### config.mk
export PLATFORM = sky130hd
export DESIGN_NAME = mem2axi
export DESIGN_NICKNAME = d
export VERILOG_FILES = /design/src/rtl/mem2axi.sv
export SDC_FILE = /design/constraint.sdc
export NUM_CORES = 1
export LEC_CHECK = 0
export CORE_AREA = 2 2 161 163
export DETAILED_ROUTE_END_ITERATION = 12
export DIE_AREA = 0 0 163 165
export PLACE_DENSITY_LB_ADDON = 0.25
export SLEW_MARGIN = 10
export SYNTH_ARGS = -nofsm -noshare
export SYNTH_HDL_FRONTEND = slang
export SYNTH_SLANG_ARGS = --single-unit
export TNS_END_PERCENT = 10
### constraint.sdc
create_clock -name clk -period 11.6 [get_ports clk]
set_clock_uncertainty 0.15 [all_clocks]
set_input_delay 2.32 -clock clk [delete_from_list [all_inputs] [get_ports clk]]
set_output_delay 2.32 -clock clk [all_outputs]
set_load 0.02 [all_outputs]
### src/rtl/mem2axi.sv
// Single-outstanding, single-beat bridge from a simple memory request port to AXI4.
// Optional response timeout with discard of late responses: define MEM2AXI_TIMEOUT_EN.
module mem2axi #(
    parameter int unsigned ID_WIDTH = 1,
    parameter int unsigned AXI_ID   = 0
) (
    input  logic                clk,
    input  logic                rst,
    input  logic                i_req,
    input  logic                i_we,
    input  logic [31:0]         i_addr,
    input  logic [7:0]          i_be,
    input  logic [63:0]         i_wdata,
    output logic                o_gnt,
    output logic                o_rvalid,
    output logic [63:0]         o_rdata,
    output logic                o_err,
    output logic [ID_WIDTH-1:0] o_awid,
    output logic [31:0]         o_awaddr,
    output logic [7:0]          o_awlen,
    output logic [2:0]          o_awsize,
    output logic [1:0]          o_awburst,
    output logic                o_awvalid,
    input  logic                i_awready,
    output logic [63:0]         o_wdata,
    output logic [7:0]          o_wstrb,
    output logic                o_wlast,
    output logic                o_wvalid,
    input  logic                i_wready,
    input  logic [ID_WIDTH-1:0] i_bid,
    input  logic [1:0]          i_bresp,
    input  logic                i_bvalid,
    output logic                o_bready,
    output logic [ID_WIDTH-1:0] o_arid,
    output logic [31:0]         o_araddr,
    output logic [7:0]          o_arlen,
    output logic [2:0]          o_arsize,
    output logic [1:0]          o_arburst,
    output logic                o_arvalid,
    input  logic                i_arready,
    input  logic [ID_WIDTH-1:0] i_rid,
    input  logic [63:0]         i_rdata,
    input  logic [1:0]          i_rresp,
    input  logic                i_rlast,
    input  logic                i_rvalid,
    output logic                o_rready
);

    localparam logic [2:0] S_IDLE  = 3'd0;
    localparam logic [2:0] S_WADDR = 3'd1;
    localparam logic [2:0] S_WRESP = 3'd2;
    localparam logic [2:0] S_RADDR = 3'd3;
    localparam logic [2:0] S_RDATA = 3'd4;

`ifdef MEM2AXI_TIMEOUT_EN
    localparam bit LP_TMO_EN = 1'b1;
`else
    localparam bit LP_TMO_EN = 1'b0;
`endif

    logic [2:0]  r_state;
    logic [2:0]  w_next;
    logic [31:0] r_addr;
    logic [7:0]  r_be;
    logic [63:0] r_wdata;
    logic        r_awvalid;
    logic        r_wvalid;
    logic        r_arvalid;
    logic        r_bready;
    logic        r_rready;
    logic        r_rvalid;
    logic        r_err;
    logic [63:0] r_rdata;
    logic        w_tmo;
    logic        w_unused;

`ifdef MEM2AXI_TIMEOUT_EN
    logic [15:0] r_cnt;

    // Wait counter restarts on every state change; only meaningful in WRESP/RDATA.
    always_ff @(posedge clk or posedge rst) begin
        if (rst)                  r_cnt <= 16'd0;
        else if (w_next != r_state) r_cnt <= 16'd0;
        else                      r_cnt <= r_cnt + 16'd1;
    end
    assign w_tmo = (r_cnt == 16'hFFFF);
`else
    assign w_tmo = 1'b0;
`endif

    assign w_unused = ^{i_bid, i_rid, i_rlast, i_bresp[0], i_rresp[0]};

    always_ff @(posedge clk or posedge rst) begin
        if (rst) r_state <= S_IDLE;
        else     r_state <= w_next;
    end

    always_comb begin
        w_next = r_state;
        case (r_state)
            S_IDLE:  if (i_req) w_next = i_we ? S_WADDR : S_RADDR;
            // Each channel counts as done once its valid has dropped or is handshaking now.
            S_WADDR: if ((!r_awvalid || i_awready) && (!r_wvalid || i_wready)) w_next = S_WRESP;
            S_WRESP: if (i_bvalid || w_tmo) w_next = S_IDLE;
            S_RADDR: if (i_arready) w_next = S_RDATA;
            S_RDATA: if (i_rvalid || w_tmo) w_next = S_IDLE;
            default: w_next = S_IDLE;
        endcase
    end

    // Channel valids, payload capture and response generation.
    always_ff @(posedge clk or posedge rst) begin
        if (rst) begin
            r_addr    <= 32'd0;
            r_be      <= 8'd0;
            r_wdata   <= 64'd0;
            r_awvalid <= 1'b0;
            r_wvalid  <= 1'b0;
            r_arvalid <= 1'b0;
            r_bready  <= 1'b0;
            r_rready  <= 1'b0;
            r_rvalid  <= 1'b0;
            r_err     <= 1'b0;
            r_rdata   <= 64'd0;
        end else begin
            r_rvalid <= 1'b0;
            r_bready <= (w_next == S_WRESP) || (LP_TMO_EN && (w_next == S_IDLE));
            r_rready <= (w_next == S_RDATA) || (LP_TMO_EN && (w_next == S_IDLE));
            case (r_state)
                S_IDLE: begin
                    if (i_req) begin
                        r_addr <= i_addr;
                        if (i_we) begin
                            r_be      <= i_be;
                            r_wdata   <= i_wdata;
                            r_awvalid <= 1'b1;
                            r_wvalid  <= 1'b1;
                        end else begin
                            r_arvalid <= 1'b1;
                        end
                    end
                end
                S_WADDR: begin
                    if (i_awready) r_awvalid <= 1'b0;
                    if (i_wready)  r_wvalid  <= 1'b0;
                end
                S_WRESP: begin
                    if (i_bvalid || w_tmo) begin
                        r_rvalid <= 1'b1;
                        r_rdata  <= 64'd0;
                        r_err    <= i_bvalid ? i_bresp[1] : 1'b1;
                    end
                end
                S_RADDR: if (i_arready) r_arvalid <= 1'b0;
                S_RDATA: begin
                    if (i_rvalid) begin
                        r_rvalid <= 1'b1;
                        r_rdata  <= i_rdata;
                        r_err    <= i_rresp[1];
                    end else if (w_tmo) begin
                        r_rvalid <= 1'b1;
                        r_rdata  <= 64'd0;
                        r_err    <= 1'b1;
                    end
                end
                default: ;
            endcase
        end
    end

    assign o_gnt     = (r_state == S_IDLE) && i_req && !rst;
    assign o_rvalid  = r_rvalid;
    assign o_rdata   = r_rdata;
    assign o_err     = r_err;
    assign o_awid    = ID_WIDTH'(AXI_ID);
    assign o_awaddr  = r_addr;
    assign o_awlen   = 8'd0;
    assign o_awsize  = 3'd3;
    assign o_awburst = 2'b01;
    assign o_awvalid = r_awvalid;
    assign o_wdata   = r_wdata;
    assign o_wstrb   = r_be;
    assign o_wlast   = 1'b1;
    assign o_wvalid  = r_wvalid;
    assign o_bready  = r_bready;
    assign o_arid    = ID_WIDTH'(AXI_ID);
    assign o_araddr  = r_addr;
    assign o_arlen   = 8'd0;
    assign o_arsize  = 3'd3;
    assign o_arburst = 2'b01;
    assign o_arvalid = r_arvalid;
    assign o_rready  = r_rready;

endmodule

==> impl_metrics.prom <==
# TYPE chip_impl_metric gauge
chip_impl_metric{name="finalCritPeriodShare",unit="%"} 58.3
chip_impl_metric{name="post_dp_cell_area",unit="sq um"} 11700
chip_impl_metric{name="setup_violations",unit=""} 0
chip_impl_metric{name="post-synth-top-area-fraction",unit="%"} 55.9
chip_impl_metric{name="post_synth.cell_area_avg",unit="sq um"} 13.3
chip_impl_metric{name="power.switching",unit="W"} 0.00116
chip_impl_metric{name="grt_max_degree",unit=""} 66
chip_impl_metric{name="diodes",unit=""} 0
chip_impl_info{name="hold-path-endpoint",value="o_wstrb[5]"} 1
chip_impl_info{name="setup_repair_after_global_routing_missed_its_margin",value="false"} 1
chip_impl_metric{name="maxClockFrequency",unit="GHz"} 0.148
chip_impl_info{name="reg2reg_capture_point",value="o_err"} 1
chip_impl_metric{name="detailed_router_s_first_iteration_violation_count",unit=""} 196
chip_impl_metric{name="cts_hold_buf",unit=""} 0
chip_impl_metric{name="crit_cells",unit=""} 5
chip_impl_metric{name="netlist_area",unit="sq um"} 7970
chip_impl_metric{name="detail_route.vias_per_cell",unit=""} 4.16
chip_impl_metric{name="area_delta_synth_final",unit="%"} 54.7
chip_impl_info{name="worst-setup-path-type",value="in2out"} 1
chip_impl_metric{name="numCtsBuffers",unit=""} 17
chip_impl_metric{name="yosys_warnings",unit=""} 0
chip_impl_metric{name="initial_core_util",unit="%"} 31.8
chip_impl_metric{name="worst_ep_arrival_time",unit="ns"} 4.29
chip_impl_metric{name="critical_path.max_stage_delay",unit="ns"} 0.60
chip_impl_metric{name="worstMarginPinSlew",unit="ns"} 1.12
chip_impl_metric{name="clockBufferDepth",unit=""} 2
chip_impl_metric{name="number_of_gates_given_a_new_drive_strength_after_cts",unit=""} 0
chip_impl_info{name="worstSetupEndpointType",value="output pin"} 1
chip_impl_metric{name="h-tree-depth",unit=""} 4
chip_impl_metric{name="first_global_vias",unit=""} 5526
chip_impl_metric{name="power.share.clock",unit="%"} 18.6
chip_impl_metric{name="boundaryPins",unit=""} 421
chip_impl_metric{name="cts.repair_timing.setup_buffer_count",unit=""} 0
chip_impl_metric{name="gr-usage-all-layers",unit="%"} 15.4
chip_impl_metric{name="grt_antenna_before_repair",unit=""} 0
chip_impl_metric{name="cell_internal_pwr",unit="W"} 0.00200
chip_impl_metric{name="proportion_of_layout_cells_with_a_drive_suffix_above_1",unit="%"} 15.5
chip_impl_metric{name="max_slew_headroom_at_the_worst_pin",unit="%"} 25.5
chip_impl_metric{name="crit_fanout",unit=""} 38
chip_impl_metric{name="synth.ff_latch_count",unit=""} 178
chip_impl_metric{name="detail_route.wirelength",unit="microns"} 21100
chip_impl_metric{name="hold_violation_total_from_the_final_report",unit=""} 0
chip_impl_info{name="ctsRootBufferMaster",value="clkbuf_16"} 1
chip_impl_info{name="final_common_cell",value="clkdlybuf4s50_1"} 1
chip_impl_info{name="timing.critical_path.mode_cell",value="clkdlybuf4s50_1"} 1
chip_impl_metric{name="worst_r2r_path_depth",unit=""} 4
chip_impl_metric{name="dieWidth",unit="microns"} 163
chip_impl_info{name="cpLargestDelayFamily",value="buffers and inverters"} 1
chip_impl_metric{name="cap_viol_max_count",unit=""} 0
chip_impl_metric{name="finalInstanceArea",unit="sq um"} 12300
chip_impl_metric{name="placement_rows",unit=""} 58
chip_impl_metric{name="final_antenna_net_count",unit=""} 0
chip_impl_info{name="r2r-start",value="r_state[1]"} 1
chip_impl_metric{name="setup-tns-final",unit="ns"} 0
chip_impl_metric{name="grt-ovfl-total",unit=""} 0
chip_impl_metric{name="first_pass_iters",unit=""} 4
chip_impl_info{name="status",value="complete, no violations"} 1
chip_impl_metric{name="clkLatencyLatePin",unit="ns"} 0.42
chip_impl_metric{name="power.share.combinational",unit="%"} 49.2
chip_impl_metric{name="post_synth_num_cell_types",unit=""} 29
chip_impl_metric{name="post_synth_inst_count",unit=""} 598
chip_impl_info{name="yosys-top-cells-area",value="dfrtp_1 56%, mux2_4 13%, mux2i_1 8.0%, buf_4 6.5%, mux2_2 5.1%"} 1
chip_impl_metric{name="worst_setup_hold_path_clk_slew",unit="ns"} 0.08
chip_impl_info{name="crit_path_start_kind",value="input port"} 1
chip_impl_metric{name="num-nets-final",unit=""} 1132
chip_impl_metric{name="seqPwrFrac",unit="%"} 32.2
chip_impl_metric{name="seq_area_frac_synth",unit="%"} 55.9
chip_impl_info{name="tritoncts",value="yes"} 1
chip_impl_metric{name="power_density",unit="nW/um^2"} 256
chip_impl_metric{name="crit_buf_inv",unit=""} 3
chip_impl_info{name="holdCritPathClass",value="reg2reg"} 1
chip_impl_metric{name="power.static_leakage",unit="nW"} 5.29
chip_impl_metric{name="critical_path_required",unit="ns"} 9.13
chip_impl_metric{name="vias",unit=""} 5375
chip_impl_metric{name="place.gp.congestion",unit=""} 0.743
chip_impl_metric{name="cts.sink_count",unit=""} 178
chip_impl_metric{name="dpl.hpwl",unit="microns"} 15500
chip_impl_info{name="slowest_stage",value="clkdlybuf4s50_1"} 1
chip_impl_metric{name="detail_route.wl_per_cell",unit="microns"} 16.4
chip_impl_info{name="hold_path.startpoint",value="o_wstrb[5]"} 1
chip_impl_metric{name="sw_frac_of_total",unit="%"} 36.7
chip_impl_metric{name="ff2ff_setup_slack",unit="ns"} 8.69
chip_impl_metric{name="dieHeight",unit="microns"} 165
chip_impl_metric{name="floorplan.die_area",unit="sq um"} 26900
chip_impl_metric{name="timing.final.crit_period",unit="ns"} 6.76
chip_impl_info{name="layout.cells.most_common_list",value="386 x clkdlybuf4s50_1, 178 x dfrtp_1, 70 x mux2_4"} 1
chip_impl_metric{name="layout.filler_cells",unit=""} 2302
chip_impl_metric{name="port_buffers",unit=""} 386
chip_impl_metric{name="final_max_slew_viol_count",unit=""} 0
chip_impl_metric{name="worst_ir_drop_vdd",unit="mV"} 0.128
chip_impl_metric{name="hold_depth",unit=""} 1
chip_impl_info{name="timing.critical_path.cells",value="clkdlybuf4s50_1 -> nor4b_4 -> buf_4 -> and2_1 -> clkdlybuf4s50_1"} 1
chip_impl_metric{name="global_route_wire_length_before_repair",unit="microns"} 31400
chip_impl_metric{name="coreArea",unit="sq um"} 25000
chip_impl_metric{name="drcViolationCount",unit=""} 0
chip_impl_info{name="yosysTopAreaCell",value="dfrtp_1"} 1
==> routing by layer <==
layer  vias up  track usage [%]  part of all wire [%]
met4         0             5.23                   2.0
li1       2549                -                     -
met3        23             7.26                    11
met1      2545             17.9                    40
met2       258             25.1                    47
met5         -                0                     0
==> synth_stat cells <==
master    count
a21oi_1       5
nor3b_1       3
o41ai_1       2
nand3b_1      2
or3_1         1
conb_1        2
nor4b_1       1
and2_1        1
a22o_1        1
inv_1        68
nand2b_1      1
dfrtp_1     178
mux2_4       70
clkbuf_1      1
nand2_1      65
a41o_1        1
buf_6        14
nor2_1        1
buf_2         4
nand4_1       1
mux2i_1      64
a311oi_1      1
nor2b_1       2
o21a_1        1
nand2_4       1
nor4b_4       1
buf_4        69
mux2_2       36
a221oi_1      1
==> cells by family after synthesis <==
family / after synthesis / synth area share, %
DFF: 178 / 55.9
other: 2 / 0.0943
buffers and inverters: 156 / 12.0
muxes: 170 / 26.3
AOI/OAI and AO/OA: 12 / 1.08
and+or+nand+nor: 80 / 4.60
==> how the worst max path moves through the flow <==
stage | from | to | slack, ns
2_1_floorplan | rst | o_gnt | 2.56
3_5_place_dp | i_req | o_gnt | 4.80
4_1_cts | i_req | o_gnt | 4.78
5_1_grt | i_req | o_gnt | 4.72
6_report | i_req | o_gnt | 4.84
3_3_place_gp | i_req | o_gnt | 4.85
==> flip-flops by register name, indices dropped and copies added (netlist names), 3 cells and up <==
| register | flops |
|---|---|
| r_state | 3 |
| o_rdata | 64 |
| o_araddr | 32 |
| o_wstrb | 8 |
| o_wdata | 64 |
==> area by class of cell <==
cell class | instances | area [sq um] | area share (%)
Inverter | 68 | 260 | 2.11
Tap cell | 330 | 413 | 3.35
Clock buffer | 17 | 425 | 3.45
Sequential cell | 178 | 4450 | 36.1
Multi-Input combinational cell | 291 | 2680 | 21.7
Timing Repair Buffer | 392 | 3910 | 31.7
Clock inverter | 15 | 185 | 1.50
==> through the flow <==
stage | utilization, % | setup WS [ns] | hold slack (ns) | total power (W) | cells
6_report | 49.2 | 4.84 | 0.360 | 0.00316 | 1291
5_1_grt | 49.2 | 4.72 | 0.366 | 0.00332 | 1291
4_1_cts | 49.2 | 4.78 | 0.363 | 0.00321 | 1291
3_5_place_dp | 46.8 | 4.80 | 0.341 | 0.00260 | 1259
3_3_place_gp | 46.8 | 4.85 | 0.340 | 0.00259 | 1259
2_1_floorplan | - | 2.56 | 0.390 | 0.00194 | 625
==> power groups by stage <==
stage	logic [W]	clock network, W	registers (W)
2_1_floorplan	0.000661	0	0.00128
3_3_place_gp	0.00156	0	0.00103
3_5_place_dp	0.00158	0	0.00102
4_1_cts	0.00158	0.000613	0.00102
5_1_grt	0.00164	0.000633	0.00105
6_report	0.00155	0.000586	0.00102
Note: power is estimated with default switching activity, not from simulation.
